[config.mk]
export PLATFORM = sky130hd
export DESIGN_NAME = muacm_tx_packer
export DESIGN_NICKNAME = d
export VERILOG_FILES = /design/src/rtl/muacm_tx_packer.sv
export SDC_FILE = /design/constraint.sdc
export NUM_CORES = 1
export LEC_CHECK = 0
export CAP_MARGIN = 30
export CORE_MARGIN = 5
export CORE_UTILIZATION = 60
export CTS_CLUSTER_SIZE = 40
export DETAILED_ROUTE_END_ITERATION = 8
export GPL_ROUTABILITY_DRIVEN = 0
export GPL_TIMING_DRIVEN = 0
export PLACE_DENSITY = 0.77
export SYNTH_ARGS = -nofsm -noshare
export SYNTH_HDL_FRONTEND = slang
export SYNTH_SLANG_ARGS = --single-unit
[constraint.sdc]
create_clock -name clk -period 3.85 [get_ports clk]
set_input_delay 0.9625 -clock clk [delete_from_list [all_inputs] [get_ports clk]]
set_output_delay 0.9625 -clock clk [all_outputs]
set_load 0.05 [all_outputs]
[src/rtl/muacm_tx_packer.sv]
// muacm_tx_packer: transmit-side packetiser for the muacm IN pipe.
// Buffers a user byte stream in a FIFO with a registered show-ahead head
// stage and closes USB packets at PKT_MAX bytes, on usr_flush, or (when the
// MUACM_TX_TIMEOUT_EN macro is defined) after TIMEOUT idle cycles.
module muacm_tx_packer #(
  parameter int DEPTH   = 64,
  parameter int PKT_MAX = 64,
  parameter int TIMEOUT = 1023
) (
  input  logic                     clk,
  input  logic                     rst_n,
  input  logic [7:0]               usr_data,
  input  logic                     usr_valid,
  output logic                     usr_ready,
  input  logic                     usr_flush,
  output logic [7:0]               in_data,
  output logic                     in_last,
  output logic                     in_valid,
  input  logic                     in_ready,
  output logic                     in_flush_now,
  output logic                     in_flush_time,
  output logic [$clog2(DEPTH):0]   level
);

  localparam int AW = $clog2(DEPTH);
  localparam int LW = AW + 1;
  localparam int PW = $clog2(PKT_MAX) + 1;

  typedef enum logic [1:0] {S_IDLE, S_STREAM, S_FLUSH} state_t;

  logic [7:0]    mem_q [DEPTH];
  logic [AW-1:0] wptr_q, rptr_q;
  logic [LW-1:0] mcnt_q, mcnt_d;
  logic [LW-1:0] level_q, level_d;
  logic [LW-1:0] fcnt_q, fcnt_d;
  logic [PW-1:0] pcnt_q, pcnt_d;
  logic [7:0]    head_q;
  logic          hv_q, hv_d;
  logic          fnow_q, fnow_d;
  state_t        state_q, state_d;

  logic wr, rd, load, req, tmo;

  // Handshakes; the head register refills whenever it is empty or being read.
  assign wr       = usr_valid & usr_ready;
  assign rd       = hv_q & in_ready;
  assign load     = (mcnt_q != '0) && (!hv_q || rd);
  assign req      = usr_flush | tmo;
  assign level_d  = level_q + LW'(wr) - LW'(rd);
  assign mcnt_d   = mcnt_q + LW'(wr) - LW'(load);
  assign hv_d     = load ? 1'b1 : (rd ? 1'b0 : hv_q);

  assign usr_ready    = (level_q != LW'(DEPTH));
  assign in_valid     = hv_q;
  assign in_data      = head_q;
  assign in_last      = hv_q & ((pcnt_q == PW'(PKT_MAX - 1)) | (fcnt_q == LW'(1)));
  assign in_flush_now = fnow_q;
  assign level        = level_q;

`ifdef MUACM_TX_TIMEOUT_EN
  logic [15:0] idle_q, idle_d;

  // Idle counter: counts write-free cycles while data is pending, fires once at TIMEOUT.
  always_comb begin
    idle_d = idle_q;
    tmo    = 1'b0;
    if (wr) begin
      idle_d = '0;
    end else if (level_q != '0 || pcnt_q != '0) begin
      if (idle_q == 16'(TIMEOUT - 1)) begin
        tmo    = 1'b1;
        idle_d = '0;
      end else begin
        idle_d = idle_q + 16'd1;
      end
    end else begin
      idle_d = '0;
    end
  end

  // Idle counter register.
  always_ff @(posedge clk or negedge rst_n) begin
    if (!rst_n) idle_q <= '0;
    else        idle_q <= idle_d;
  end

  assign in_flush_time = 1'b0;
`else
  assign tmo           = 1'b0;
  assign in_flush_time = 1'b1;
`endif

  // Packet byte counter: wraps at the byte carrying in_last or after a flush pulse.
  always_comb begin
    pcnt_d = pcnt_q;
    if (rd)          pcnt_d = in_last ? '0 : pcnt_q + PW'(1);
    else if (fnow_q) pcnt_d = '0;
  end

  // Flush FSM and flush byte counter; a new request reloads the remaining count.
  always_comb begin
    state_d = state_q;
    fnow_d  = 1'b0;
    fcnt_d  = fcnt_q;
    if (rd && fcnt_q != '0) fcnt_d = fcnt_q - LW'(1);
    if (req)                fcnt_d = level_d;
    case (state_q)
      S_IDLE, S_STREAM: begin
        if (req && level_d != '0) begin
          state_d = S_FLUSH;
        end else if (req && pcnt_q != '0 && !fnow_q) begin
          fnow_d  = 1'b1;
          state_d = S_IDLE;
        end else if (state_q == S_IDLE && wr) begin
          state_d = S_STREAM;
        end
      end
      S_FLUSH: begin
        if (rd && fcnt_q == LW'(1)) begin
          fnow_d = 1'b1;
          if (!(req && level_d != '0)) state_d = (level_d == '0) ? S_IDLE : S_STREAM;
        end
      end
      default: state_d = S_IDLE;
    endcase
  end

  // FIFO storage write port; contents need no reset since pointers gate them.
  always_ff @(posedge clk) begin
    if (wr) mem_q[wptr_q] <= usr_data;
  end

  // State, pointers, counters and the show-ahead head register.
  always_ff @(posedge clk or negedge rst_n) begin
    if (!rst_n) begin
      wptr_q  <= '0;
      rptr_q  <= '0;
      mcnt_q  <= '0;
      level_q <= '0;
      fcnt_q  <= '0;
      pcnt_q  <= '0;
      head_q  <= 8'h00;
      hv_q    <= 1'b0;
      fnow_q  <= 1'b0;
      state_q <= S_IDLE;
    end else begin
      if (wr)   wptr_q <= wptr_q + AW'(1);
      if (load) begin
        rptr_q <= rptr_q + AW'(1);
        head_q <= mem_q[rptr_q];
      end
      mcnt_q  <= mcnt_d;
      level_q <= level_d;
      fcnt_q  <= fcnt_d;
      pcnt_q  <= pcnt_d;
      hv_q    <= hv_d;
      fnow_q  <= fnow_d;
      state_q <= state_d;
    end
  end

endmodule

# Word level (Yosys, flattened, before mapping)
# Memories as Yosys holds them, arrays and structs flattened. A register that Yosys moved wholly into a read port is not among the register bits.
# Index checks and enable logic that the tools add are counted.
# totals
regBits	44
ramBits	512
in_bits	13
out_inout_bits	20
elab_cells	72
memories	1
# op_classes
n_addsub	8
eq_ne	8
n_mux	20
bitwise	4
n_reduce_logical	22
# mem_list
memory	depth	word_bits	read_ports	rd_ports_with_merged_regs	wr	line	text
mem_q	64	8	1	1	1	31	logic [7:0] mem_q [DEPTH];
# ops
op	n
$mux 7	5
$reduce_bool 7->1	4
$add 7x1->7	2
$sub 7x1->7	2
$add 6x1->6 const B	2
$mux 2	5
$mux 1	8
$add 7x1->7 const B	1
$eq 7x1->1 const B	1
$eq 7x6->1 const B	1
$logic_and 1x1->1	7
$logic_not 7->1	1
$ne 7x7->1 const B	1
$sub 7x1->7 const B	1
$reduce_bool 2->1	3
$ne 2x2->1 const B	2
$ne 4x4->1 const B	1
$pmux 2 s2	1
$and 1x1->1	3
$logic_not 1->1	3
$reduce_and 3->1	1
$eq 2x1->1 const B	1
$eq 2x2->1 const B	1
$logic_not 2->1	1
other kinds (4)	4

# Longest topological paths before layout
# logic_depth
ltp_word	9
mapped_depth	18
depth_no_buf	17

# Least setup slack after synthesis
# OpenSTA, ideal clock, no wires.
# synth_timing
kind	register to register
start	reg level_q[4] (netlist: level[4])
end	reg fnow_q (netlist: in_flush_now)
setup_ns	0.095
arrival_time_ns	4.280
t_required_ns	3.755
setup_slack_ns	-0.526
stages_incl_launch_ff	18
n_path_buf	1
synth_period_minus_slack_ns	4.376
path_cell_list	dfrtp_1 -> inv_1 -> ha_1 -> nor2b_1 -> nand4_1 -> and2_1 -> clkbuf_1 -> inv_1 -> ha_1 -> inv_1 -> ha_1 -> fa_1 -> a211o_1 -> a31oi_1 -> o21bai_1 -> xnor2_1 -> or3_1 -> o31ai_1
# synth_via
elab_chain_len	8
# synth_lines
item	line	text
start: declaration	34	logic [LW-1:0] level_q, level_d;
start signal: assignment	153	level_q <= level_d;
$ne 7x7->1	53	assign usr_ready = (level_q != LW'(DEPTH));
net usr_ready	14	output logic usr_ready,
$and 1x1->1	45	assign wr = usr_valid & usr_ready;
$add 7x1->7	49	assign level_d = level_q + LW'(wr) - LW'(rd);
$sub 7x1->7	49	
net level_d[6]	34	
$reduce_bool 7->1	109	if (req && level_d != '0) begin
$logic_and 1x1->1	109	
$mux 1	109	
$pmux 1 s2	107	case (state_q)
net fnow_d	39	logic fnow_q, fnow_d;
end signal: assignment	157	fnow_q <= fnow_d;
end: declaration	39	
# The timed path passes the listed nets, and every way through them passes these cells.
# A chain may end at the register's enable or synchronous reset.

# Final worst setup path
# layout_timing
start	reg fcnt_q[3]
end	out in_last
# layout_via
elab_chain_len	3
# layout_lines
item	line	text
start: declaration	35	logic [LW-1:0] fcnt_q, fcnt_d;
start signal: assignment	154	fcnt_q <= fcnt_d;
$eq 7x1->1	56	assign in_last = hv_q & ((pcnt_q == PW'(PKT_MAX - 1)) | (fcnt_q == LW'(1)));
$or 1x1->1	56	
$and 1x1->1	56	
end: declaration	17	output logic in_last,
# Every way passes these cells.

==> flow_results.xml <==
<?xml version="1.0" encoding="UTF-8"?>
<metrics>
  <group name="floorplanning">
    <metric name="num_io_pins" unit="">33</metric>
    <metric name="chipHeight" unit="microns">204</metric>
    <metric name="core_region_area" unit="sq mm">0.0374</metric>
    <metric name="area_enclosed_by_the_die_boundary" unit="sq mm">0.0416</metric>
    <metric name="initial_core_util" unit="">0.604</metric>
    <metric name="chipWidth" unit="microns">204</metric>
    <metric name="rows" unit="">71</metric>
  </group>
  <group name="critical_path">
    <metric name="critPathRequiredTime" unit="ps">2890</metric>
    <metric name="slowest_delay" unit="ps">520</metric>
    <metric name="timing.critical_path.to" unit="">in_last</metric>
    <metric name="critical_path.endpoint_type" unit="">output port</metric>
    <metric name="critical_path_arrival" unit="ps">2720</metric>
    <metric name="crit_type" unit="">reg -&gt; out</metric>
    <metric name="timing.critical_path.cells" unit="">nor4_1 &gt; nand3_1 &gt; o21ai_0 &gt; and2_1 &gt; dlygate4sd2_1</metric>
    <metric name="reg2reg_from" unit="">mcnt_q[4]$_DFF_PN0_</metric>
    <metric name="register_to_register_setup_slack" unit="ps">330</metric>
    <metric name="timing.critical_path.slowest_stage_cell" unit="">sky130_fd_sc_hd__nor4_1</metric>
    <metric name="timing.critical_path.from_type" unit="">flop</metric>
    <metric name="crit_fanout" unit="">6</metric>
    <metric name="critical_path.startpoint" unit="">fcnt_q[3]$_DFFE_PN0P_</metric>
    <metric name="r2r_end" unit="">mcnt_q[6]$_DFF_PN0_</metric>
    <metric name="reg2reg_depth" unit="">17</metric>
  </group>
  <group name="job">
    <metric name="max_cap_viol_count" unit="">0</metric>
  </group>
  <group name="finish">
    <metric name="ant_cells" unit="">0</metric>
    <metric name="nets" unit="">1325</metric>
    <metric name="final_common_cell" unit="">sky130_fd_sc_hd__edfxtp_1</metric>
    <metric name="post_route_cells_drive_above_1_share" unit="">0.205</metric>
    <metric name="mostFrequentLayoutCells" unit="">sky130_fd_sc_hd__edfxtp_1, sky130_fd_sc_hd__mux4_2, sky130_fd_sc_hd__nor2_1</metric>
    <metric name="syn2layout_area_growth" unit="%">13.0</metric>
    <metric name="final_cells" unit="">1840</metric>
    <metric name="design_area" unit="sq mm">0.0255</metric>
  </group>
  <group name="timing">
    <metric name="fmax" unit="MHz">271</metric>
    <metric name="rsz0062_at_grt" unit="">false</metric>
    <metric name="hold_viol" unit="">0</metric>
    <metric name="final-setup-viol-count" unit="">0</metric>
    <metric name="holdWs" unit="ps">386</metric>
    <metric name="worst_clock_skew" unit="ps">20.8</metric>
    <metric name="post-route-period-util" unit="">0.957</metric>
    <metric name="slew_headroom" unit="">0.358</metric>
    <metric name="fin_ws" unit="ps">164</metric>
    <metric name="tns" unit="ps">0</metric>
    <metric name="period_minus_slack" unit="ps">3690</metric>
    <metric name="drv_slew" unit="">0</metric>
    <metric name="timing_worst_slew_pin_value" unit="ps">963</metric>
  </group>
  <group name="global_route">
    <metric name="largest_net_degree_at_the_start_of_global_routing" unit="">61</metric>
    <metric name="number_of_antenna_violations_at_the_first_check_in_global_routing" unit="">0</metric>
    <metric name="global_route.overflow_total" unit="">0</metric>
    <metric name="grt_first_pass_wirelength" unit="microns">78700</metric>
    <metric name="vias_in_the_first_global_route" unit="">12100</metric>
    <metric name="grt.total_usage" unit="">0.261</metric>
  </group>
  <group name="clock_tree">
    <metric name="worst_skew_pair_later_pin_latency" unit="ps">600</metric>
    <metric name="cts_num_sinks" unit="">564</metric>
    <metric name="max-clock-path-buffers" unit="">3</metric>
    <metric name="cts_hold_repair.buffers" unit="">0</metric>
    <metric name="clk_pin_slew_worst_paths" unit="ps">60</metric>
    <metric name="htree_num_levels" unit="">2</metric>
    <metric name="cts-root-buf" unit="">sky130_fd_sc_hd__clkbuf_16</metric>
    <metric name="cts_inserted_buffers" unit="">55</metric>
    <metric name="cts_tree" unit="">built</metric>
  </group>
  <group name="detailed_routing">
    <metric name="route.detailed.vias_per_inst" unit="">6.45</metric>
    <metric name="drt_first_iter_violations" unit="">1580</metric>
    <metric name="avgRoutedWirePerCell" unit="microns">28.6</metric>
    <metric name="wl" unit="microns">52700</metric>
    <metric name="antenna_violating_nets_post_route" unit="">0</metric>
    <metric name="drc" unit="">0</metric>
    <metric name="detailedRoute.firstPassIterationCount" unit="">6</metric>
    <metric name="detailroute.via_count" unit="">11900</metric>
  </group>
  <group name="placed_design">
    <metric name="pre_cts_slack" unit="ps">-472</metric>
    <metric name="dpl.hpwl" unit="microns">35300</metric>
    <metric name="port_buf_inserts" unit="">31</metric>
    <metric name="detailed_place.area" unit="sq mm">0.0238</metric>
    <metric name="place_inst" unit="">1740</metric>
  </group>
  <group name="yosys">
    <metric name="netlist_instances" unit="">1188</metric>
    <metric name="synth_edf_count" unit="">512</metric>
    <metric name="postSynth.asyncResetShare" unit="">0.0922</metric>
    <metric name="synth-seq-cells" unit="">564</metric>
    <metric name="ys_warns" unit="">0</metric>
    <metric name="synth.avg_cell_area" unit="sq um">19.0</metric>
    <metric name="post_synthesis_net_count" unit="">1227</metric>
    <metric name="ys.flop_type" unit="">sky130_fd_sc_hd__edfxtp_1</metric>
    <metric name="synth_sequential_area_ratio" unit="">0.738</metric>
    <metric name="synth.distinct_cells" unit="">60</metric>
    <metric name="post_synth_instance_area" unit="sq mm">0.0226</metric>
  </group>
  <group name="hold_path">
    <metric name="holdCritPathClass" unit="">in -&gt; async</metric>
  </group>
  <group name="run_status">
    <metric name="run_status" unit="">completed</metric>
  </group>
  <group name="power">
    <metric name="irDropWorstVdd" unit="V">0.000637</metric>
    <metric name="leakage_power" unit="nW">8.42</metric>
    <metric name="power_density" unit="mW/mm^2">752</metric>
  </group>
</metrics>
-- worst max-delay path: cells and delay by family, from the launching register on --
| kind | cells | cell delay, ps |
|---|---|---|
| AO/OA/AOI/OAI | 1 | 210 |
| AND/OR/NAND/NOR | 3 | 970 |
| flip-flops | 1 | 420 |
| buffers and inverters | 1 | 520 |
-- layout make-up --
class	count	area, sq um
plain buffers	64	363
repair buffers	41	467
flip-flops and latches	564	16700
multi-input cells	528	5480
fillers	2402	11900
clock buffers	72	1510
well taps	511	639
inverters	32	126
clock inverters	28	273
-- Yosys cell counts, types with 3 or more instances --
cell	number	area share
sky130_fd_sc_hd__nand3_1	16	0.0035
sky130_fd_sc_hd__nand2b_1	4	0.0011
sky130_fd_sc_hd__nor2_1	80	0.013
sky130_fd_sc_hd__xor2_1	10	0.0039
sky130_fd_sc_hd__a221oi_1	18	0.0070
sky130_fd_sc_hd__nor4_1	3	0.00083
sky130_fd_sc_hd__buf_1	8	0.0013
sky130_fd_sc_hd__clkbuf_1	25	0.0042
sky130_fd_sc_hd__nand2_1	60	0.010
sky130_fd_sc_hd__and2_1	3	0.00083
sky130_fd_sc_hd__mux4_2	124	0.12
sky130_fd_sc_hd__xnor2_1	17	0.0066
sky130_fd_sc_hd__buf_4	5	0.0017
sky130_fd_sc_hd__a311oi_1	3	0.0012
sky130_fd_sc_hd__mux2_2	4	0.0020
sky130_fd_sc_hd__a22oi_1	8	0.0027
sky130_fd_sc_hd__nand4_1	4	0.0011
sky130_fd_sc_hd__a21oi_1	14	0.0031
sky130_fd_sc_hd__a211oi_1	3	0.0010
sky130_fd_sc_hd__o31ai_1	5	0.0017
sky130_fd_sc_hd__buf_6	5	0.0025
sky130_fd_sc_hd__inv_1	31	0.0051
sky130_fd_sc_hd__nor2b_1	5	0.0014
sky130_fd_sc_hd__buf_2	18	0.0040
sky130_fd_sc_hd__edfxtp_1	512	0.68
sky130_fd_sc_hd__dfrtp_1	52	0.058
sky130_fd_sc_hd__a41o_1	6	0.0027
sky130_fd_sc_hd__or3_1	5	0.0014
sky130_fd_sc_hd__o21ai_0	23	0.0051
sky130_fd_sc_hd__mux2i_1	20	0.0089
sky130_fd_sc_hd__nor3_1	5	0.0011
sky130_fd_sc_hd__ha_1	24	0.013
sky130_fd_sc_hd__a21o_1	6	0.0020
sky130_fd_sc_hd__o221ai_1	6	0.0023
sky130_fd_sc_hd__o211ai_1	3	0.0010
sky130_fd_sc_hd__nand3b_1	6	0.0020
sky130_fd_sc_hd__a22o_1	14	0.0054
-- routing by layer --
metal / vias up / global-route usage / wire length [microns]
li1: 4975 / - / -
met1: 6087 / 0.353 / 19400
met2: 696 / 0.419 / 25800
met3: 115 / 0.0751 / 5770
met4: 0 / 0.0833 / 1730
met5: - / 0 / 0
-- registers in the layout (all words and copies together) (netlist names) --
register	count
mem_q	512
in_data	8
fcnt_q	7
level	7
mcnt_q	7
pcnt_q	7
rptr_q	6
wptr_q	6
state_q	2
in_flush_now	1
in_valid	1
-- cells by family (layout without fill, tap and decap cells) --
| kind of cell | Yosys count | in the layout | synth area share |
|---|---|---|---|
| muxes | 148 | 148 | 0.134 |
| and+or+nand+nor | 202 | 202 | 0.0403 |
| DFF | 564 | 564 | 0.738 |
| other | 1 | 1 | 0.000166 |
| adders and majority gates | 26 | 26 | 0.0151 |
| xor gates and xnor gates | 27 | 27 | 0.0105 |
| AOI/OAI and AO/OA | 124 | 124 | 0.0407 |
| buffers and inverters | 96 | 237 | 0.0209 |
-- worst min-delay path by stage --
stage	startpoint	to	slack [ps]
floorplan	mcnt_q[0]$_DFF_PN0_	in_valid$_DFFE_PN0P_	450
global placement	state_q[1]$_DFFE_PN0P_	in_flush_now$_DFF_PN0_	490
detailed placement	state_q[1]$_DFFE_PN0P_	in_flush_now$_DFF_PN0_	490
CTS	rst_n	level[5]$_DFF_PN0_	390
global route	rst_n	level[5]$_DFF_PN0_	430
finish	rst_n	level[5]$_DFF_PN0_	390
-- through the flow --
stage           util  total power [mW]
2_1_floorplan      -              11.7
3_3_place_gp   0.631              13.7
3_5_place_dp   0.635              13.9
4_1_cts        0.683              19.2
5_1_grt        0.683              20.0
6_report       0.683              19.2
-- repair_timing --
action	4_1_cts	5_1_grt
setup endpoints to repair	2	1
gates cloned	0	0
setup buffers	0	0
gates resized for setup	2	1
-- power by group --
part	switching (mW)	internal, mW
Clock	2.24	3.09
Sequential	0.253	7.13
Combinational	3.94	2.55
(Power assumes the default switching activity.)
